==> src/rtl/ksa_swap_fsm.sv <==
// RC4 key-scheduling stage: permutes an identity-filled S-memory with the secret key.
// One iteration = read S[i], read S[j], write S[i], write S[j]; six cycles per iteration.
module ksa_swap_fsm #(
    parameter int KEY_BYTES = 3
) (
    input  logic                   clk,
    input  logic                   rst,
    input  logic                   start,
    input  logic [8*KEY_BYTES-1:0] key,
    output logic [7:0]             address,
    output logic [7:0]             data,
    output logic                   wren,
    input  logic [7:0]             q,
    output logic                   busy,
    output logic                   fin_strobe
);

    localparam int KW = (KEY_BYTES > 1) ? $clog2(KEY_BYTES) : 1;

    typedef enum logic [2:0] {
        S_IDLE,
        S_READ_I,
        S_LATCH_I,
        S_READ_J,
        S_LATCH_J,
        S_WRITE_I,
        S_WRITE_J,
        S_DONE
    } state_t;

    state_t                 r_state;
    state_t                 w_state_next;

    logic [7:0]             r_i;
    logic [7:0]             r_j;
    logic [7:0]             r_si;
    logic [7:0]             r_sj;
    logic [KW-1:0]          r_k;
    logic [8*KEY_BYTES-1:0] r_key_reg;

    logic [7:0]             w_key_byte [KEY_BYTES];
    logic [7:0]             w_key_sel;
    logic                   w_last_iter;

    // Byte 0 is the most significant byte of the key port.
    for (genvar gi = 0; gi < KEY_BYTES; gi++) begin : g_key_bytes
        assign w_key_byte[gi] = r_key_reg[8*(KEY_BYTES-gi)-1 -: 8];
    end

    always_comb begin
        w_key_sel = w_key_byte[0];
        for (int b = 0; b < KEY_BYTES; b++) begin
            if (r_k == KW'(b)) begin
                w_key_sel = w_key_byte[b];
            end
        end
    end

    assign w_last_iter = (r_i == 8'hFF);

    // State register
    always_ff @(posedge clk or posedge rst) begin
        if (rst) begin
            r_state <= S_IDLE;
        end else begin
            r_state <= w_state_next;
        end
    end

    // Next-state logic
    always_comb begin
        w_state_next = r_state;
        case (r_state)
            S_IDLE:    w_state_next = start ? S_READ_I : S_IDLE;
            S_READ_I:  w_state_next = S_LATCH_I;
            S_LATCH_I: w_state_next = S_READ_J;
            S_READ_J:  w_state_next = S_LATCH_J;
            S_LATCH_J: w_state_next = S_WRITE_I;
            S_WRITE_I: w_state_next = S_WRITE_J;
            S_WRITE_J: w_state_next = w_last_iter ? S_DONE : S_READ_I;
            S_DONE:    w_state_next = S_IDLE;
            default:   w_state_next = S_IDLE;
        endcase
    end

    // Datapath registers: indices, latched S values and captured key
    always_ff @(posedge clk or posedge rst) begin
        if (rst) begin
            r_i       <= '0;
            r_j       <= '0;
            r_k       <= '0;
            r_si      <= '0;
            r_sj      <= '0;
            r_key_reg <= '0;
        end else begin
            case (r_state)
                S_IDLE: begin
                    if (start) begin
                        r_key_reg <= key;
                        r_i       <= '0;
                        r_j       <= '0;
                        r_k       <= '0;
                    end
                end
                S_LATCH_I: begin
                    r_si <= q;
                    r_j  <= r_j + q + w_key_sel;
                end
                S_LATCH_J: begin
                    r_sj <= q;
                end
                S_WRITE_J: begin
                    if (!w_last_iter) begin
                        r_i <= r_i + 8'd1;
                        r_k <= (r_k == KW'(KEY_BYTES-1)) ? '0 : r_k + 1'b1;
                    end
                end
                default: begin
                end
            endcase
        end
    end

    // Output decode; writing S[i] before S[j] makes the i==j case a no-op swap.
    always_comb begin
        address    = 8'd0;
        data       = 8'd0;
        wren       = 1'b0;
        busy       = (r_state != S_IDLE);
        fin_strobe = 1'b0;
        case (r_state)
            S_READ_I: begin
                address = r_i;
            end
            S_READ_J: begin
                address = r_j;
            end
            S_WRITE_I: begin
                address = r_i;
                data    = r_sj;
                wren    = 1'b1;
            end
            S_WRITE_J: begin
                address = r_j;
                data    = r_si;
                wren    = 1'b1;
            end
            S_DONE: begin
                fin_strobe = 1'b1;
            end
            default: begin
            end
        endcase
    end

endmodule
==> config.mk <==
export PLATFORM = sky130hd
export DESIGN_NAME = ksa_swap_fsm
export DESIGN_NICKNAME = d
export VERILOG_FILES = /design/src/rtl/ksa_swap_fsm.sv
export SDC_FILE = /design/constraint.sdc
export NUM_CORES = 1
export LEC_CHECK = 0
export ABC_AREA = 0
export CORE_MARGIN = 4
export CORE_UTILIZATION = 55
export DETAILED_ROUTE_END_ITERATION = 10
export HOLD_SLACK_MARGIN = 0.15
export PLACE_DENSITY = 0.82
export SLEW_MARGIN = 20
export SYNTH_ARGS = -nofsm -noshare
export SYNTH_HDL_FRONTEND = slang
export SYNTH_SLANG_ARGS = --single-unit
==> constraint.sdc <==
create_clock -name clk -period 6.8 [get_ports clk]
set_input_delay 1.36 -clock clk [delete_from_list [all_inputs] [get_ports clk]]
set_output_delay 1.36 -clock clk [all_outputs]
set_load 0.02 [all_outputs]
==> impl_results.rst <==
.. list-table::
   :header-rows: 1

   * - Metric
     - Value
   * - Clk root buf
     - sky130_fd_sc_hd__clkbuf_8
   * - Simple-gate share of the synthesized area
     - 22.6%
   * - Clock tree from TritonCTS
     - yes
   * - Die Y-Extent
     - 85.9 µm
   * - Number of top-level design ports
     - 54
   * - Fill cells
     - 472
   * - Max-slew violation count
     - 0
   * - Number of global-route vias before repair
     - 2581
   * - Maximum fanout along the worst path
     - 20
   * - Adder and majority gate portion of the synthesized area
     - 7.43%
   * - Fraction of the cycle the final worst path needs
     - around 55%
   * - Number of synthesized register bits
     - 61
   * - Static power due to leakage
     - about 1.9 nW
   * - Insertion delay to the later sink of the worst-skew pair
     - 0.35 ns
   * - Reg2Reg Launch Point
     - r_k[0]
   * - Final hold viol count
     - 0
   * - Arr. time, crit path
     - roughly 2.4 ns
   * - Commonest cells after routing, fill and taps aside
     - 111 x sky130_fd_sc_hd__nand2_1, 61 x sky130_fd_sc_hd__dfrtp_1, 53 x sky130_fd_sc_hd__clkdlybuf4s50_1
   * - Class of the tightest hold or removal check
     - register to register
   * - Worst voltage drop across the vdd grid
     - 0.284 mV
   * - Largest net degree at the start of global routing
     - between 60 and 70
   * - # nets final
     - 456
   * - XOR/XNOR Fraction of Synth Area
     - 3.41%
   * - Routed vias
     - 2631
   * - Mapped Avg Cell Area
     - 9.21 µm²
   * - Clk network pwr share
     - approximately 15%
   * - Number of flip-flops under the largest register name
     - 24
   * - Largest family of logic cells by synthesized area
     - simple AND/OR/NAND/NOR gates
   * - Accumulated negative setup slack
     - 0 ns
   * - Starting density of the core
     - 56.7%
   * - Area added between synthesis and finish
     - 21.3%
   * - Internal power of the cells
     - ~1.1 mW
   * - Sort of element at the end of the critical path
     - output port
   * - Sinks on the clock net
     - 61
   * - Portion of netlist area occupied by mux cells
     - 5.14%
   * - FF-to-FF End
     - r_j[7]
   * - Setup repair after global routing missed its margin
     - no
   * - H-tree levels
     - 3
   * - Aggregate global routing overflow
     - 0
   * - Power Density
     - approximately 500 nW/µm²
   * - Number of rows created at floorplan
     - 28
   * - Post-CTS Hold Fix Bufs
     - 0
   * - Sequential area share after synthesis
     - between 40% and 50%
   * - Post CTS Setup Buffer Count
     - 0
   * - Max-Cap Viols
     - 0
   * - Maximum clock frequency
     - 0.267 GHz
   * - Clock transition at path regs
     - 0.07 ns
   * - Post-Syn Nets
     - approximately 400
   * - GRT Total Usage
     - a little over a fifth
   * - Register-to-register path setup slack
     - 3.29 ns
   * - Summed instance area of the synthesized netlist
     - 3330 µm²
   * - Worst r2r path cells
     - 13
   * - Final clock skew
     - around 0.0046 ns
   * - Buffers added on ports
     - 53
   * - Warnings, synthesis
     - 0
   * - Area of the placeable core
     - 5890 µm²
   * - Data required time of the worst path
     - 5.44 ns
   * - Fraction of final layout cells with drive strength greater than 1
     - 5.37%
   * - Shortest clock period the worst path allows after layout
     - 3.75 ns
   * - Fraction of power spent switching nets
     - 42.7%
   * - Antenna-violating nets left
     - 0
   * - Worst setup path class
     - register to output port
   * - Largest area contributor in the synthesized netlist
     - sky130_fd_sc_hd__dfrtp_1
   * - Sequential power share
     - 33.5%
   * - RD Place Congestion
     - 0.893
   * - Slew headroom
     - between 30% and 40%
   * - Average detailed-routed wire length per instance
     - around 15 µm
   * - Most common cell after layout, fill and taps aside
     - sky130_fd_sc_hd__nand2_1
   * - DRC violation count after routing
     - 0
   * - Detailed-route wire length
     - between 7000 and 8000 µm
   * - Distinct cell type count after synthesis
     - 38
   * - Type of element launching the critical path
     - register
   * - Number of antenna violations at the first check in global routing
     - 0
   * - Pre-Repair DR Iteration Count
     - 4
   * - Count of instances resized after the clock tree is built
     - 0
   * - Measured slew at the worst slew-check pin
     - 0.940 ns
   * - Launch point of the worst path
     - r_state[2]
   * - Area fraction of the dominant cell type after synthesis
     - 45.8%
   * - Gate count of the mapped netlist
     - between 300 and 400
   * - Most area-consuming cells after synthesis
     - sky130_fd_sc_hd__dfrtp_1 46%, sky130_fd_sc_hd__nand2_1 13%, sky130_fd_sc_hd__fa_1 4.8%
   * - HPWL after DPL
     - roughly 4900 µm
   * - Count of routing violations after the opening detailed-route iteration
     - between 200 and 250
   * - Net Sw Power
     - 0.857 mW
   * - Global-route wire length before repair
     - ~12000 µm
   * - Longest Clk Path Bufs
     - 2
   * - Critical path capture point
     - address[2]
   * - Setup-failing EPs final
     - 0
   * - Power share of the combinational group
     - between 50 and 60%
   * - Horizontal extent of the die
     - around 86 µm
   * - Overall power
     - 2.01 mW
   * - Run status
     - completed
   * - Post-synthesis compound-gate area fraction
     - between 10% and 20%
   * - Ant. Diodes
     - 0
   * - Total die area
     - ~7400 µm²
   * - Total CTS buffers
     - 9
   * - Start point of the worst hold path
     - r_key_reg[14]
   * - Via count normalized by instance count
     - 5.42
kinds of logic after synthesis:
family                   Yosys count
adder cells (fa/ha/maj)           15
AND/OR/NAND/NOR                  170
buffers and inverters             31
flip-flops                        61
XOR/XNOR                          13
multiplexers                      16
AO/OA/AOI/OAI                     56
synthesized netlist by cell type:
master,instances
sky130_fd_sc_hd__and2_1,2
sky130_fd_sc_hd__a22oi_1,8
sky130_fd_sc_hd__clkbuf_1,8
sky130_fd_sc_hd__or3_1,1
sky130_fd_sc_hd__ha_1,7
sky130_fd_sc_hd__nand2b_1,2
sky130_fd_sc_hd__nor3_1,4
sky130_fd_sc_hd__a211oi_1,6
sky130_fd_sc_hd__o31ai_1,3
sky130_fd_sc_hd__nor2_1,12
sky130_fd_sc_hd__buf_2,12
sky130_fd_sc_hd__nand3_1,11
sky130_fd_sc_hd__xnor2_1,6
sky130_fd_sc_hd__xor2_1,7
sky130_fd_sc_hd__mux2_1,8
sky130_fd_sc_hd__inv_1,9
sky130_fd_sc_hd__nor3b_4,1
sky130_fd_sc_hd__o21a_1,2
sky130_fd_sc_hd__mux2_2,1
sky130_fd_sc_hd__o211ai_1,1
sky130_fd_sc_hd__or2_1,1
sky130_fd_sc_hd__o21ai_0,3
sky130_fd_sc_hd__o21bai_1,1
sky130_fd_sc_hd__dfrtp_1,61
sky130_fd_sc_hd__o21ai_1,11
sky130_fd_sc_hd__mux2i_1,7
sky130_fd_sc_hd__fa_1,8
sky130_fd_sc_hd__or3b_1,2
sky130_fd_sc_hd__a21o_1,2
sky130_fd_sc_hd__nor2b_1,16
sky130_fd_sc_hd__and2b_1,1
sky130_fd_sc_hd__nand2_1,112
sky130_fd_sc_hd__o211ai_2,1
sky130_fd_sc_hd__a22o_1,8
sky130_fd_sc_hd__a21oi_1,10
sky130_fd_sc_hd__nand4_1,3
sky130_fd_sc_hd__buf_6,2
sky130_fd_sc_hd__and3_1,2
power by group through the flow:
stage	logic (mW)	registers (mW)	clock network, mW
5_1_grt	1.17	0.695	0.328
3_3_place_gp	0.981	0.665	0
3_5_place_dp	1.02	0.678	0
2_1_floorplan	0.855	0.589	0
4_1_cts	1.03	0.672	0.311
6_report	1.03	0.673	0.307
how the worst min path moves through the flow:
| stage | to | depth (start not counted) |
|---|---|---|
| floorplan | r_key_reg[14] | 2 |
| global placement | r_key_reg[15] | 2 |
| detailed placement | r_key_reg[14] | 2 |
| CTS | r_key_reg[14] | 2 |
| global route | r_si[0] | 2 |
| finish | r_key_reg[14] | 2 |
layer usage:
layer | global-route usage (%) | routed length, µm
met1 | 28.5 | 3170
met2 | 33.4 | 3380
met3 | 4.80 | 444
met4 | 9.93 | 170
met5 | 0 | 0
per-stage QoR:
stage	area [µm²]	setup slack (ns)	hold slack (ns)	std cells	util, %
floorplan	3330	3.51	0.440	362	-
global placement	3860	2.88	0.457	470	65.6
detailed placement	3860	2.80	0.462	470	65.6
CTS	4040	3.07	0.477	485	68.7
global route	4050	2.93	0.489	485	68.7
finish	4050	3.05	0.473	485	68.7
cell type report:
type | instances | area (µm²) | share of cell area (%)
Clock buffer | 10 | 128 | 3.15
Clock inverter | 5 | 52.6 | 1.30
Inverter | 9 | 33.8 | 0.835
Multi-Input combinational cell | 270 | 1670 | 41.2
Sequential cell | 61 | 1530 | 37.7
Tap cell | 75 | 93.8 | 2.32
Timing Repair Buffer | 55 | 546 | 13.5
critical path, stage by stage (launching register included):
cell and delay (ns):
sky130_fd_sc_hd__dfrtp_1 0.70, sky130_fd_sc_hd__xor2_1 0.18, sky130_fd_sc_hd__and2_1 0.33, sky130_fd_sc_hd__a22o_1 0.21, sky130_fd_sc_hd__clkdlybuf4s50_1 0.61
(Power assumes the default switching activity.)
